`src/rtl/alu_pipe_pkg.sv`:
```
// ---------------------------------------------------------------------------
// alu_pipe_pkg
// Shared definitions for the pipelined ALU: opcode width, opcode encodings
// and small helpers that classify an opcode. Carry handling and overflow
// gating in alu_core and alu_pipe are built on these helpers.
// ---------------------------------------------------------------------------
package alu_pipe_pkg;

  localparam int OP_W = 4;

  typedef logic [OP_W-1:0] op_t;

  localparam op_t OP_ADD   = 4'd0;
  localparam op_t OP_SUB   = 4'd1;
  localparam op_t OP_AND   = 4'd2;
  localparam op_t OP_OR    = 4'd3;
  localparam op_t OP_XOR   = 4'd4;
  localparam op_t OP_NOTA  = 4'd5;
  localparam op_t OP_SHL   = 4'd6;
  localparam op_t OP_SHR   = 4'd7;
  localparam op_t OP_SRA   = 4'd8;
  localparam op_t OP_ADC   = 4'd9;
  localparam op_t OP_SBC   = 4'd10;
  localparam op_t OP_PASSB = 4'd11;

  // Add/subtract family: the only ops that produce a signed overflow flag.
  function automatic logic is_arith(op_t op);
    return op inside {OP_ADD, OP_SUB, OP_ADC, OP_SBC};
  endfunction

  // Shift family: carry is the last bit shifted out.
  function automatic logic is_shift(op_t op);
    return op inside {OP_SHL, OP_SHR, OP_SRA};
  endfunction

  // Ops whose carry result is remembered for a following ADC/SBC.
  // Logic ops, PASS B and illegal codes leave the stored carry alone.
  function automatic logic updates_carry(op_t op);
    return is_arith(op) | is_shift(op);
  endfunction

  // Codes 12..15 are unassigned and flagged as errors.
  function automatic logic is_legal(op_t op);
    return op <= OP_PASSB;
  endfunction

endpackage

```
`src/rtl/alu_core.sv`:
```
// ---------------------------------------------------------------------------
// alu_core
// Purely combinational ALU datapath. No state; the carry-in for ADC/SBC is
// supplied by the enclosing pipeline.
// Ports:
//   a, b    in   WIDTH  operands (shift amount = low $clog2(WIDTH) bits of b)
//   op      in   OP_W   opcode (see alu_pipe_pkg)
//   cin     in   1      stored carry/borrow, used by ADC and SBC only
//   result  out  WIDTH  result, truncated to WIDTH
//   carry   out  1      carry / borrow / last shifted-out bit
//   zero    out  1      result == 0
//   neg     out  1      result MSB
//   ovf     out  1      signed overflow, add/subtract family only
//   err     out  1      illegal opcode
// ---------------------------------------------------------------------------
module alu_core
  import alu_pipe_pkg::*;
#(
  parameter int WIDTH = 8
) (
  input  logic [WIDTH-1:0] a,
  input  logic [WIDTH-1:0] b,
  input  logic [OP_W-1:0]  op,
  input  logic             cin,
  output logic [WIDTH-1:0] result,
  output logic             carry,
  output logic             zero,
  output logic             neg,
  output logic             ovf,
  output logic             err
);

  localparam int SW = $clog2(WIDTH);

  logic [SW-1:0]       shamt;
  logic                add_cin;
  logic                sub_cin;
  logic [WIDTH:0]      sum_ext;
  logic [WIDTH:0]      diff_ext;
  logic [WIDTH:0]      shl_ext;
  logic [WIDTH:0]      shr_ext;
  logic signed [WIDTH:0] sra_ext;

  // One-bit-wider intermediates for every op. Arithmetic keeps the carry or
  // borrow in bit WIDTH. For shifts the extra bit catches the last bit
  // shifted out: above the MSB for left shifts, below the LSB for right
  // shifts. A zero shift amount therefore naturally gives a carry of 0.
  always_comb begin
    shamt    = b[SW-1:0];
    add_cin  = (op == OP_ADC) ? cin : 1'b0;
    sub_cin  = (op == OP_SBC) ? cin : 1'b0;
    sum_ext  = {1'b0, a} + {1'b0, b} + {{WIDTH{1'b0}}, add_cin};
    diff_ext = {1'b0, a} - {1'b0, b} - {{WIDTH{1'b0}}, sub_cin};
    shl_ext  = {1'b0, a} << shamt;
    shr_ext  = {a, 1'b0} >> shamt;
    sra_ext  = $signed({a, 1'b0}) >>> shamt;
  end

  // Opcode decode. Signed overflow is the sign-extended result's bit WIDTH
  // disagreeing with bit WIDTH-1. The sign-extended bit WIDTH equals the
  // unsigned bit WIDTH XOR both operand MSBs, so no second adder is needed.
  always_comb begin
    result = '0;
    carry  = 1'b0;
    ovf    = 1'b0;
    err    = 1'b0;
    case (op)
      OP_ADD, OP_ADC: begin
        result = sum_ext[WIDTH-1:0];
        carry  = sum_ext[WIDTH];
        ovf    = sum_ext[WIDTH] ^ sum_ext[WIDTH-1] ^ a[WIDTH-1] ^ b[WIDTH-1];
      end
      OP_SUB, OP_SBC: begin
        result = diff_ext[WIDTH-1:0];
        carry  = diff_ext[WIDTH];
        ovf    = diff_ext[WIDTH] ^ diff_ext[WIDTH-1] ^ a[WIDTH-1] ^ b[WIDTH-1];
      end
      OP_AND:   result = a & b;
      OP_OR:    result = a | b;
      OP_XOR:   result = a ^ b;
      OP_NOTA:  result = ~a;
      OP_SHL: begin
        result = shl_ext[WIDTH-1:0];
        carry  = shl_ext[WIDTH];
      end
      OP_SHR: begin
        result = shr_ext[WIDTH:1];
        carry  = shr_ext[0];
      end
      OP_SRA: begin
        result = sra_ext[WIDTH:1];
        carry  = sra_ext[0];
      end
      OP_PASSB: result = b;
      default:  err    = ~is_legal(op);
    endcase
  end

  // Status flags follow the final result, so an illegal op reports zero.
  always_comb begin
    zero = (result == '0);
    neg  = result[WIDTH-1];
  end

endmodule

```
`src/rtl/alu_pipe.sv`:
```
// ---------------------------------------------------------------------------
// alu_pipe
// Two-stage pipelined ALU with valid/ready handshakes on both sides.
// S1 registers the operand beat. S2 registers the alu_core result and flags,
// and S2 drives the out_* ports directly. A carry register chains ADC/SBC
// across beats.
// Ports:
//   clk, rst     clock (rising edge), asynchronous active-high reset
//   flush        synchronous clear of both stages and the carry register
//   in_valid/in_ready, in_a, in_b, in_op     operand handshake
//   out_valid/out_ready, out_result, out_carry, out_zero, out_neg,
//   out_ovf, out_err                          result handshake
// ---------------------------------------------------------------------------
module alu_pipe
  import alu_pipe_pkg::*;
#(
  parameter int WIDTH = 8
) (
  input  logic             clk,
  input  logic             rst,
  input  logic             flush,
  input  logic             in_valid,
  output logic             in_ready,
  input  logic [WIDTH-1:0] in_a,
  input  logic [WIDTH-1:0] in_b,
  input  logic [OP_W-1:0]  in_op,
  output logic             out_valid,
  input  logic             out_ready,
  output logic [WIDTH-1:0] out_result,
  output logic             out_carry,
  output logic             out_zero,
  output logic             out_neg,
  output logic             out_ovf,
  output logic             out_err
);

  logic             s1_valid;
  logic [WIDTH-1:0] s1_a;
  logic [WIDTH-1:0] s1_b;
  logic [OP_W-1:0]  s1_op;
  logic             carry_q;

  logic             s2_load;
  logic             accept;

  logic [WIDTH-1:0] core_result;
  logic             core_carry;
  logic             core_zero;
  logic             core_neg;
  logic             core_ovf;
  logic             core_err;

  // Handshake. S2 can take S1's beat when it is empty or is being drained
  // this cycle. in_ready depends combinationally on out_ready so a full
  // pipe still sustains one beat per cycle. Flush blocks new beats so that
  // nothing is accepted into a pipe that is being cleared.
  always_comb begin
    s2_load  = s1_valid & (~out_valid | out_ready);
    in_ready = ~flush & (~s1_valid | s2_load);
    accept   = in_valid & in_ready;
  end

  alu_core #(
    .WIDTH (WIDTH)
  ) u_core (
    .a      (s1_a),
    .b      (s1_b),
    .op     (s1_op),
    .cin    (carry_q),
    .result (core_result),
    .carry  (core_carry),
    .zero   (core_zero),
    .neg    (core_neg),
    .ovf    (core_ovf),
    .err    (core_err)
  );

  // Stage 1 operand register. A new beat may enter in the same cycle the
  // previous one moves to S2. Otherwise S1 empties when its beat leaves.
  always_ff @(posedge clk or posedge rst) begin
    if (rst) begin
      s1_valid <= 1'b0;
      s1_a     <= '0;
      s1_b     <= '0;
      s1_op    <= '0;
    end else if (flush) begin
      s1_valid <= 1'b0;
    end else if (accept) begin
      s1_valid <= 1'b1;
      s1_a     <= in_a;
      s1_b     <= in_b;
      s1_op    <= in_op;
    end else if (s2_load) begin
      s1_valid <= 1'b0;
    end
  end

  // Carry register for multi-word chains. It is written when a beat moves
  // from S1 to S2, so an ADC sitting in S1 right behind an ADD already sees
  // that ADD's carry.
  always_ff @(posedge clk or posedge rst) begin
    if (rst) begin
      carry_q <= 1'b0;
    end else if (flush) begin
      carry_q <= 1'b0;
    end else if (s2_load && updates_carry(s1_op)) begin
      carry_q <= core_carry;
    end
  end

  // Stage 2 result register. These registers drive the output ports
  // directly. They only change on a load, and a load needs the sink to have
  // taken the held beat, so the outputs stay stable under backpressure.
  always_ff @(posedge clk or posedge rst) begin
    if (rst) begin
      out_valid  <= 1'b0;
      out_result <= '0;
      out_carry  <= 1'b0;
      out_zero   <= 1'b0;
      out_neg    <= 1'b0;
      out_ovf    <= 1'b0;
      out_err    <= 1'b0;
    end else if (flush) begin
      out_valid  <= 1'b0;
      out_result <= '0;
      out_carry  <= 1'b0;
      out_zero   <= 1'b0;
      out_neg    <= 1'b0;
      out_ovf    <= 1'b0;
      out_err    <= 1'b0;
    end else if (s2_load) begin
      out_valid  <= 1'b1;
      out_result <= core_result;
      out_carry  <= core_carry;
      out_zero   <= core_zero;
      out_neg    <= core_neg;
      out_ovf    <= core_ovf;
      out_err    <= core_err;
    end else if (out_ready) begin
      out_valid  <= 1'b0;
    end
  end

endmodule

```
`config.mk`:
```
export PLATFORM = sky130hd
export DESIGN_NAME = alu_pipe
export DESIGN_NICKNAME = d
export VERILOG_FILES = /design/src/rtl/alu_pipe_pkg.sv /design/src/rtl/alu_core.sv /design/src/rtl/alu_pipe.sv
export SDC_FILE = /design/constraint.sdc
export NUM_CORES = 1
export LEC_CHECK = 0
export ABC_AREA = 0
export BUFFER_PORTS_ARGS = -buffer_cell sky130_fd_sc_hd__clkbuf_2
export CAP_MARGIN = 15
export CELL_PAD_IN_SITES_DETAIL_PLACEMENT = 0
export CELL_PAD_IN_SITES_GLOBAL_PLACEMENT = 1
export CORE_UTILIZATION = 46
export CTS_CLUSTER_SIZE = 28
export DETAILED_ROUTE_END_ITERATION = 10
export PLACE_DENSITY_LB_ADDON = 0.1
export SETUP_SLACK_MARGIN = 0.2
export SYNTH_ARGS = -nofsm -noshare
export SYNTH_HDL_FRONTEND = slang
export SYNTH_SLANG_ARGS = --single-unit
```
`constraint.sdc`:
```
create_clock -name clk -period 4.1 [get_ports clk]
set_clock_uncertainty 0.2 [all_clocks]
set_input_delay 0 -clock clk [delete_from_list [all_inputs] [get_ports clk]]
set_output_delay 0 -clock clk [all_outputs]
set_load 0.005 [all_outputs]
```
* After elaboration in Yosys (flattened, before gate mapping)
Cells that the tools add are included.
** Word-level totals
- Flip-flop bits (word level) :: 36
- Input port bits :: 25
- Output and inout port bits :: 15
** Operators by class
- Add/subtract/negate cells :: 4
- Bitwise operators :: 20
- Order comparisons :: 1
- Muxes and demuxes :: 26
- Equal/unequal tests :: 11
- Shift-type cells :: 3
- Reduce and logical (&&, ||, !) cells :: 13
** Operators with widths (number)
- case mux 8 bit (10 select lines) :: 1
- two-way mux 1 bit :: 21
- equality test 4 x 3 -> 1 bit (second input constant) :: 4
- equality test 4 bit (second input constant) :: 4
- two-way mux 8 bit :: 2
- OR reduction 12 bit :: 1
- adder 8 x 8 -> 9 bit :: 1
- adder 9 x 1 -> 9 bit :: 1
- nonzero test 3 bit :: 3
- left shift 8 x 3 -> 9 bit :: 1
- right shift 9 x 3 -> 9 bit :: 1
- >>> shifter 9 x 3 -> 9 bit :: 1
- subtractor 8 x 8 -> 9 bit :: 1
- subtractor 9 x 1 -> 9 bit :: 1
- bitwise AND 8 bit :: 1
- equality test 4 x 2 -> 1 bit (second input constant) :: 2
- zero test 8 bit :: 1
- NOT 8 bit :: 1
- OR 8 bit :: 1
- bitwise XOR 8 bit :: 1
- bitwise XOR 1 bit :: 6
- case mux 1 bit (5 select lines) :: 1
- equality test 4 x 1 -> 1 bit (second input constant) :: 1
- less-or-equal comparator 4 bit (second input constant) :: 1
- other kinds (10) :: 19

* Longest topological paths before layout
Gate-level depths: netlist of run 1.
- Depth in word-level cells :: 9
- Mapped depth :: 14

* Hierarchy
From an unflattened synthesis of run 1, not the netlist that was laid out.
** Second synthesis, totals
- Cell total of the unflattened synthesis :: 445
- Area, all modules :: 3816.2 um2
** By module, submodules not included
- alu_core :: instances 1, cells each 327, area each 2302.2 um2
- alu_pipe :: instances 1, cells each 118, area each 1514.0 um2

* Worst setup path after synthesis of run 1
No wires, ideal clock.
- Kind :: register to register
- From :: register s1_b[0]
- To :: register out_ovf
- Data arrival time :: 3324 ps
- Period minus slack after synthesis :: 3595 ps
- Setup slack :: 505 ps
- Data required time :: 3829 ps
- Stages on the path, launching flop included :: 14
- Path buffers :: 3
- Library setup time :: 71 ps
- Cells stage by stage :: dfrtp_1 buf_6 buf_2 buf_2 inv_1 fa_1 fa_1 o21ai_1 a22oi_1 and4b_1 nor3_1 xor3_1 o221a_1 nor2_1
** On the way
- Word-level cells in the longest chain between the ends :: 8
- Elaborated cells on any way between the ends :: 13
- Classes of those cells :: add/sub: 4; mux: 3; bitwise: 6
** RTL lines
- start, declared :: line alu_pipe.sv:39 : logic [WIDTH-1:0] s1_b;
- start signal, assigned :: line alu_pipe.sv:91 : s1_b <= in_b;
- subtractor 8 x 8 -> 9 bit / adder 8 x 8 -> 9 bit (equally long branches) :: line alu_core.sv:53, alu_core.sv:52
- subtractor 9 x 1 -> 9 bit / adder 9 x 1 -> 9 bit (equally long branches) :: line alu_core.sv:53, alu_core.sv:52
- bitwise XOR 1 bit, on equally long branches (3 in a row) :: line alu_core.sv:76, alu_core.sv:71
- case mux 1 bit (2 select lines) * :: line alu_core.sv:67 : case (op)
- two-way mux 1 bit * :: line alu_pipe.sv:131 : end else if (s2_load) begin
- two-way mux 1 bit * :: line alu_pipe.sv:123 : end else if (flush) begin
- end signal, assigned :: line alu_pipe.sv:137 : out_ovf <= core_ovf;
- end, declared :: line alu_pipe.sv:33 : output logic out_ovf,
Every way passes the cells marked *; elsewhere a longest branch is shown, timed or not. The select of a mux whose other input is x is not followed.
A chain may end at the register's enable or synchronous reset.

* Worst setup path after layout of run 1
- From :: register s1_op[0]
- To :: register carry_q
** On the way
- Word-level cells in the longest chain between the ends :: 6
- Elaborated cells on any way between the ends :: 21
- Classes of those cells :: add/sub: 2; eq/ne: 6; mux: 5; bitwise: 1; reduce/logical: 7
** RTL lines
- start, declared :: line alu_pipe.sv:40 : logic [OP_W-1:0] s1_op;
- start signal, assigned :: line alu_pipe.sv:92 : s1_op <= in_op;
- equality test 4 bit, on equally long branches
- two-way mux 1 bit, on equally long branches :: line alu_core.sv:51, alu_core.sv:50
- subtractor 9 x 1 -> 9 bit / adder 9 x 1 -> 9 bit (equally long branches) :: line alu_core.sv:53, alu_core.sv:52
- case mux 1 bit (5 select lines) :: line alu_core.sv:67
- two-way mux 1 bit :: line alu_pipe.sv:106 : end else if (s2_load && updates_carry(s1_op)) begin
- two-way mux 1 bit :: line alu_pipe.sv:104 : end else if (flush) begin
- end signal, assigned :: line alu_pipe.sv:107 : carry_q <= core_carry;
- end, declared :: line alu_pipe.sv:41 : logic carry_q;
Parallel ways exist; a longest one is shown, timed or not. The select of a mux whose other input is x is not followed.

==> run metrics, run 1 <==
final routed wirelength across all metal layers=around 10000 um; number of vias per cell after detailed routing=between 5 and 6; first-pass GRT wire length=around 18000 um; DIE WIDTH=91.85 um; number of sinks handled by clock tree synthesis=35; Least-Margin Pin Slew=a little under 0.9 ns; total setup violations reported at the end of the flow=0; sum of net half-perimeters after detailed placement=just under 8000 um; number of buffers inserted by hold repair at cts=27; capture point of the worst reg-to-reg path=carry_q; delay of the slowest cell on the worst path=~0.48 ns; hold violation count in the final report=0; Resize count post-CTS=0; area grow syn2layout=16.95%; register-to-register setup slack=approximately 0.50 ns; R2R Path Start=s1_op[0]; pin count of the biggest net entering global routing=36; total die area=8436 sq um; post-CTS setup buffers=0; Final ANT Viol Nets=0; number of cells on the critical path=11; clock period minus final worst setup slack=roughly 3.6 ns; # fillers=726; final critical-path share of the clock period=between 80 and 90%; layout cell share with drive strength beyond 1=roughly a fifth; average detailed-routed wire length per instance=~18 um; path class of the lowest-slack min-delay path=in2async; most frequent CP cell=fa_1; asr flop ratio synth=100.0%; total area of multi-input combinational cells=around 2600 sq um; result of the run=complete, no violations; area of the placeable core=7767 sq um; number of antenna violations at the first check in global routing=0; number of nets in the final layout=538; clock tree from TritonCTS=yes; average cell area after synthesis=8.800 sq um; relative slew slack=between 40% and 50%; # DRC=0; setup TNS=0 ns; routed vias=3404; synthesized instance count=about 420; overflow left after global routing=0; number of violations of the max-capacitance limit=0; I/O Buffers=39; dpl ws=0.5480 ns; gr usage total=between 20% and 30%; Critical Path End Type=flop; clock buffer count from CTS=5; Post-Synthesis Cell Area=around 3700 sq um; WS Path Type=reg2reg; crit-path leading delay family=simple AND/OR/NAND/NOR gates; clock transition at the registers of the reported paths=around 0.07 ns; CTS H-Tree Depth=2; site row count=32; synth unique cells=74; worst-case hold slack=around 0.13 ns; R2R cell count=11; number of buffers and inverters on the critical path=0; worst endpoint required time=about 4.1 ns; Post-synth EDFFs=0; Iteration-0 DRC Markers=309; die span in y=a little over 90 um; Worst EP arrival=about 3.6 ns; register bit count reported by yosys=35; weighted congestion reported at the end of routability-driven placement=about 0.91; Final Slew Violations=0; total power divided by cell area=roughly 410 nW/um^2; slowest stage cell on the critical path=a2111oi_0; number of global-route vias before repair=between 3000 and 4000; initial standard-cell utilization of the core=a little under half; Peak supply drop=around 0.21 mV; post-synthesis sequential area ratio=23.58%; commonest register cell after synthesis=dfrtp_1; total nets after synthesis=between 400 and 500; Bufs on Longest Clock Path=2; diode count=0; overall power consumption=approximately 1.8 mW; unrepaired setup endpoints after global routing=no; CP Cell Sequence=nor2b_1 > nand4b_1 > fa_1 > fa_1 > o21ai_1 > a22oi_1 > and4b_1 > nor3_1 > nand2_1 > a2111oi_0 > nand2b_1; number of warnings issued by yosys=0; critical path launch point=s1_op[0]; Lkg Pwr=roughly 1.9 nW; iteration count of the initial detailed-routing pass=4; crit path to=carry_q; utilization after layout=55.91%; Max Freq=0.2775 GHz; crit path setup slack, layout=between 0.4 and 0.5 ns; IO Pins=40; nature of the critical path startpoint=flop; clock root cell=clkbuf_8; register area=about 900 sq um; Worst Path Max Fanout=4; clock latency on the worst-skew pair=~0.29 ns
[kinds of logic after synthesis]
logic type                 synth area share (%)
AOI/OAI and AO/OA                         21.02
buffers and inverters                     6.637
and+or+nand+nor                           18.70
muxes                                     13.51
DFF                                       23.58
xor gates and xnor gates                  3.942
adders and majority gates                 12.60
[area by class of cell]
type	instances	area share (%)
multi-input combinational	329	59.67
clock buffer	6	1.901
clock inverter	1	0.1152
tap	102	2.939
sequential	35	20.17
timing repair buffer	77	12.62
inverter	30	2.593
[state kept, by name (all words and copies together), names as in the netlist]
| name | cells |
|---|---|
| s1_op | 4 |
| out_zero | 1 |
| s1_b | 8 |
| out_valid | 1 |
| s1_a | 8 |
| out_err | 1 |
| out_result | 8 |
| carry_q | 1 |
| out_carry | 1 |
| s1_valid | 1 |
| out_ovf | 1 |
[cell usage in the layout (no fill, tap or decap), types with 6 or more instances in the layout]
master,count
clkbuf_2,39
dfrtp_1,35
nor2_1,33
ha_1,31
inv_1,28
dlygate4sd3_1,27
nand2_1,24
mux2_2,24
a21oi_1,15
o21ai_0,14
nor3_1,13
mux2i_1,13
buf_4,11
nand2b_1,10
a211oi_1,10
nor2b_1,9
xnor2_1,9
nand3_1,7
a22oi_1,7
a31oi_1,7
o22ai_1,7
clkbuf_8,6
[worst min-delay path, delay by kind of cell]
| kind | cells | cell delay, ns |
|---|---|---|
| buf+inv | 4 | 1.06 |
[power breakdown]
| group | total, mW | leakage, nW | switching [mW] | internal, mW |
|---|---|---|---|---|
| Clock | 0.264 | 0.0470 | 0.132 | 0.132 |
| Sequential | 0.445 | 0.437 | 0.0596 | 0.385 |
| Combinational | 1.06 | 1.42 | 0.586 | 0.477 |
[cells in the mapped netlist, types with 10 or more instances]
| library cell | n | area share, % |
|---|---|---|
| buf_2 | 11 | 1.5 |
| o21ai_0 | 14 | 1.9 |
| nand2_1 | 24 | 2.4 |
| nor2_1 | 33 | 3.3 |
| clkbuf_1 | 14 | 1.4 |
| ha_1 | 31 | 10 |
| mux2i_1 | 13 | 3.5 |
| a21oi_1 | 15 | 2.0 |
| a211oi_1 | 10 | 2.0 |
| nor3_1 | 13 | 1.8 |
| mux2_2 | 24 | 7.3 |
| inv_1 | 28 | 2.8 |
| dfrtp_1 | 35 | 24 |
| nand2b_1 | 10 | 1.7 |
[worst min path at each step]
stage	end	depth (start not counted)	slack, ns	from
after floorplan	in_ready	1	-0.17	flush
after global placement	out_valid	3	-0.09	rst
after detailed placement	out_valid	3	-0.09	rst
after CTS	out_result[4]	4	0.15	rst
after global routing	s1_valid	4	0.20	rst
final	out_result[0]	4	0.13	rst
[stage by stage]
step	instance area [sq um]	cells
final	4343	580
after global routing	4343	580
after CTS	4343	580
after detailed placement	3985	546
after global placement	3985	546
after floorplan	3714	422
[routing by layer]
metal	part of all wire [%]	up-vias	global-route usage (%)	wire length, um
met3	5.7	13	3.980	587
met4	1.3	0	5.729	130
met2	47	96	44.47	4876
li1	-	1669	-	-
met1	46	1626	36.07	4781
met5	0	-	0	0
Power figures use the tool's default switching activity.
==> inputs of run 2 (changes only) <==
- RECOVER_POWER: not set -> 100
- clock period: 4.1 -> 3.6 ns (I/O delays scaled with it)
==> run 2 against run 1 <==
The flow now finishes with violations (capacitance limit, slew limit); final cell count up 1.6%; utilization up 0.93 points; wire length up 4.2%.
==> run metrics, run 2 (same netlist as run 1, synthesis figures left out) <==
result of the run=complete, but fails checks; violated checks=capacitance limit, slew limit; iteration count of the initial detailed-routing pass=5; final critical-path share of the clock period=around nine tenths; worst endpoint required time=around 3.6 ns; worst-case hold slack=roughly 0.27 ns; layout cell share with drive strength beyond 1=a little over 20%; number of nets in the final layout=546; Hold Path Origin=in_a[7]; clock latency on the worst-skew pair=around 0.30 ns; Critical Path End Type=flop; average detailed-routed wire length per instance=between 15 and 20 um; path class of the lowest-slack min-delay path=in2reg; dpl cell area=between 4000 and 5000 sq um; DIE WIDTH=~92 um; area of all placed cells without fillers=around 4400 sq um; # DRC=0; overall power consumption=between 2 and 2.5 mW; area of the placeable core=~7800 sq um; number of buffers and inverters on the critical path=1; initial standard-cell utilization of the core=~48%; pin count of the biggest net entering global routing=36; clock period minus final worst setup slack=around 3.3 ns; number of violations of the max-capacitance limit=1; Lkg Pwr=between 1.5 and 2 nW; sum of net half-perimeters after detailed placement=between 8000 and 9000 um; Peak supply drop=between 0.2 and 0.25 mV; number of vias per cell after detailed routing=~6; unrepaired setup endpoints after global routing=no; clock tree from TritonCTS=yes; Worst EP arrival=3.34 ns; biggest registers after layout=out_result: 8 flops, s1_a: 8 flops, s1_b: 8 flops; routed vias=3478; diode count=0; delay of the slowest cell on the worst path=0.52 ns; register-to-register setup slack=0.30 ns; clock transition at the registers of the reported paths=~0.08 ns; I/O Buffers=39; hold endpoint=s1_a[7]; clock root cell=clkbuf_8; total die area=between 8000 and 9000 sq um; total power divided by cell area=approximately 470 nW/um^2; slowest stage cell on the critical path=fa_1; crit-path leading delay family=compound AO/OA/AOI/OAI gates; Iteration-0 DRC Markers=257; Least-Margin Pin Slew=around 1.9 ns; Worst Path Max Fanout=2; clock buffer count from CTS=5; die span in y=between 90 and 100 um; number of sinks handled by clock tree synthesis=35; setup TNS=0 ns; weighted congestion reported at the end of routability-driven placement=between 0.9 and 1; first-pass GRT wire length=17860 um; number of global-route vias before repair=about 3400; nature of the critical path startpoint=flop; Final Slew Violations=36; WS Path Type=reg2reg; hold depth=3; area grow syn2layout=18.90%; gr usage total=a little over a quarter; CP Cell Sequence=nor2b_1 > nand4b_1 > fa_1 > inv_1 > ha_1 > o21ai_2 > a311oi_1 > a21o_1 > a21oi_1 > xor3_1 > o221a_1 > nor2_1; CTS H-Tree Depth=2; R2R Path Start=s1_op[0]; R2R cell count=12; total setup violations reported at the end of the flow=0; capture point of the worst reg-to-reg path=out_ovf; Final ANT Viol Nets=0; final routed wirelength across all metal layers=10820 um; most frequent cells in the layout=35 x dfrtp_1, 35 x clkbuf_2, 33 x nor2_1; IO Pins=40; utilization after layout=between 50% and 60%; overflow left after global routing=0; site row count=32; number of antenna violations at the first check in global routing=0; Bufs on Longest Clock Path=2; hold violation count in the final report=0; relative slew slack=-29.33%; Max Freq=between 0.3 and 0.4 GHz
run 2: layer usage:
| metal | track usage, % | vias up | wire length (um) |
|---|---|---|---|
| li1 | - | 1688 | - |
| met4 | 6.510 | 0 | 129 |
| met5 | 0 | - | 0 |
| met1 | 37.95 | 1671 | 5133 |
| met3 | 4.312 | 14 | 571 |
| met2 | 43.03 | 105 | 4980 |
run 2: what timing repair did:
action	CTS	global route
setup endpoints to repair	3	5
pin swaps	0	1
hold buffers	27	0
setup buffers	0	1
gates resized for setup	2	8
endpoints found under the hold margin	65	0
run 2: power breakdown:
part	leakage [nW]	switching [mW]	total (mW)	internal, mW
clock	0.0422	0.155	0.291	0.136
sequential	0.437	0.0531	0.492	0.439
combinational	1.44	0.713	1.28	0.571
total	1.92	0.920	2.07	1.15
run 2: layout make-up:
type / count / area, sq um
Clock inverter: 1 / 5.005
Inverter: 30 / 112.6
Sequential cell: 35 / 875.8
Tap cell: 102 / 127.6
Multi-Input combinational cell: 329 / 2619
Fill cell: 733 / 3352
Clock buffer: 7 / 76.32
Timing Repair Buffer: 85 / 599.3
run 2: how the worst max path moves through the flow:
stage	endpoint	from	slack, ns	cells after the start
floorplan	out_ovf	s1_b[0]	0.21	13
global placement	out_ovf	s1_op[1]	0.26	11
detailed placement	carry_q	s1_op[1]	0.17	11
CTS	out_zero	s1_op[1]	0.23	12
global route	out_ovf	s1_op[1]	0.11	12
finish	out_ovf	s1_op[0]	0.30	12
run 2: worst min-delay path: cells and delay by family:
family   cells  cell delay (ns)
buf+inv      2             0.61
mux          1             0.13
run 2: stage by stage:
stage | setup slack (ns) | std cells
after detailed placement | 0.1656 | 553
after floorplan | 0.2054 | 422
after global routing | 0.1083 | 589
final | 0.2952 | 589
after global placement | 0.2636 | 553
after CTS | 0.2298 | 588
==> inputs of run 3 (changes only) <==
- BUFFER_PORTS_ARGS: -buffer_cell sky130_fd_sc_hd__clkbuf_2 -> not set
- CORE_UTILIZATION: 46 -> 50
- DONT_BUFFER_PORTS: not set -> 1
==> run 3 against run 2 <==
Count of clock-buffer cells in the layout fell by 1; non-clock buffer count fell by 40; flip-flop and latch count did not move; clock power barely moved; global-route usage rose by 3.6 points; fmax fell by 0.40%; the run ends with DRC, capacitance limit, slew limit left; wire length rose by 0.16%; utilization rose by 1.7 points; total power fell by 0.54%.
==> run metrics, run 3 (same netlist as run 1, synthesis figures left out) <==
Lkg Pwr=1.775 nW; number of vias per cell after detailed routing=between 6 and 7; clock root cell=clkbuf_8; path class of the lowest-slack min-delay path=in2reg; area grow syn2layout=13.71%; final critical-path share of the clock period=just over 90%; gr usage total=between 30% and 40%; layout cell share with drive strength beyond 1=between 15 and 20%; diode count=0; Worst EP arrival=between 3 and 4 ns; Critical Path End Type=flop; dpl cell area=just under 4000 sq um; routed vias=~3300; worst-case hold slack=between 0.15 and 0.2 ns; Iteration-0 DRC Markers=~190; commonest non-fill, non-tap cell in the layout=dfrtp_1; nature of the critical path startpoint=flop; CTS H-Tree Depth=2; post-CTS setup buffers=0; relative slew slack=-28.18%; Bufs on Longest Clock Path=2; total setup violations reported at the end of the flow=0; utilization after layout=around 60%; weighted congestion reported at the end of routability-driven placement=around 0.94; area of all placed cells without fillers=~4200 sq um; sum of net half-perimeters after detailed placement=between 8000 and 9000 um; # fillers=~700; Max Freq=roughly 0.30 GHz; first-pass GRT wire length=approximately 18000 um; total power divided by cell area=about 490 nW/um^2; number of violations of the max-capacitance limit=1; average detailed-routed wire length per instance=about 20 um; DIE WIDTH=a little under 90 um; IO Pins=40; WS Path Type=reg2reg; clock buffer count from CTS=5; Peak supply drop=roughly 0.22 mV; overall power consumption=between 2 and 2.5 mW; clock latency on the worst-skew pair=just under 0.3 ns; pin count of the biggest net entering global routing=36; violated checks=DRC, capacitance limit, slew limit; area of the placeable core=7214 sq um; site row count=31; clock tree from TritonCTS=yes; overflow left after global routing=0; number of sinks handled by clock tree synthesis=35; number of nets in the final layout=506; clock transition at the registers of the reported paths=0.07 ns; clock period minus final worst setup slack=between 3 and 4 ns; worst endpoint required time=~3.6 ns; Least-Margin Pin Slew=1.923 ns; hold violation count in the final report=0; number of global-route vias before repair=about 3300; initial standard-cell utilization of the core=51.47%; most frequent cells in the layout=35 x dfrtp_1, 33 x nor2_1, 31 x ha_1; iteration count of the initial detailed-routing pass=8; Final ANT Viol Nets=0; final routed wirelength across all metal layers=between 10000 and 15000 um; unrepaired setup endpoints after global routing=yes; Worst Path Max Fanout=3; result of the run=complete, but fails checks; die span in y=88.18 um; biggest registers after layout=out_result: 8 flops, s1_a: 8 flops, s1_b: 8 flops; # DRC=2; Final Slew Violations=36; total die area=~7800 sq um; setup TNS=0 ns; I/O Buffers=0; number of antenna violations at the first check in global routing=0
run 3: path summary, 6_finish.rpt:
| path | startpoint | end | slack (ns) | depth (start not counted) |
|---|---|---|---|---|
| setup / recovery | s1_op[0] | out_ovf | 0.28 | 11 |
| hold / removal | in_a[7] | s1_a[7] | 0.19 | 2 |
| setup reg to reg | s1_op[0] | out_ovf | 0.28 | 11 |
| hold reg to reg | out_zero | out_zero | 0.32 | 1 |
| max in group asynchronous | rst | s1_b[3] | 1.46 | 3 |
| min in group asynchronous | rst | out_result[4] | 0.65 | 3 |
run 3: area by class of cell:
class | count | area (sq um) | share of cell area [%]
Clock buffer | 6 | 82.58 | 1.956
Sequential cell | 35 | 875.8 | 20.74
Tap cell | 99 | 123.9 | 2.933
Timing Repair Buffer | 45 | 401.6 | 9.511
Multi-Input combinational cell | 329 | 2621 | 62.07
Inverter | 30 | 112.6 | 2.667
Clock inverter | 1 | 5.005 | 0.1185
run 3: layer usage:
metal  part of all wire [%]  global-route usage (%)  up-vias
met1                     46                   40.60     1575
met2                     47                   50.63      111
met5                      0                       0        -
li1                       -                       -     1597
met4                    1.3                   6.891        0
met3                    5.8                   6.692       18
run 3: power by group:
part,switching [mW],internal [mW],leakage (nW)
combinational,0.711,0.557,1.29
clock,0.143,0.150,0.0470
sequential,0.0540,0.439,0.437
run 3: stage by stage:
stage / cells / setup slack (ns)
floorplan: 422 / 0.2054
global placement: 514 / 0.2794
detailed placement: 514 / 0.2229
CTS: 545 / 0.2003
global route: 545 / 0.1410
finish: 545 / 0.2820
run 3: worst max-delay path, stage by stage, from the launching register on:
cell and delay [ns]:
dfrtp_1 0.40, nor2b_1 0.17, nand4b_1 0.13, fa_1 0.43, fa_1 0.45, o21ai_2 0.20, a22oi_2 0.13, and4b_1 0.20
nor3_2 0.24, xor3_1 0.35, o221a_1 0.27, nor2_1 0.08
run 3: timing repair:
action                                 in CTS  in global routing
endpoints found under the hold margin      71                  0
hold buffers                               24                  0
gates resized for setup                     0                 12
setup endpoints to repair                   0                  5
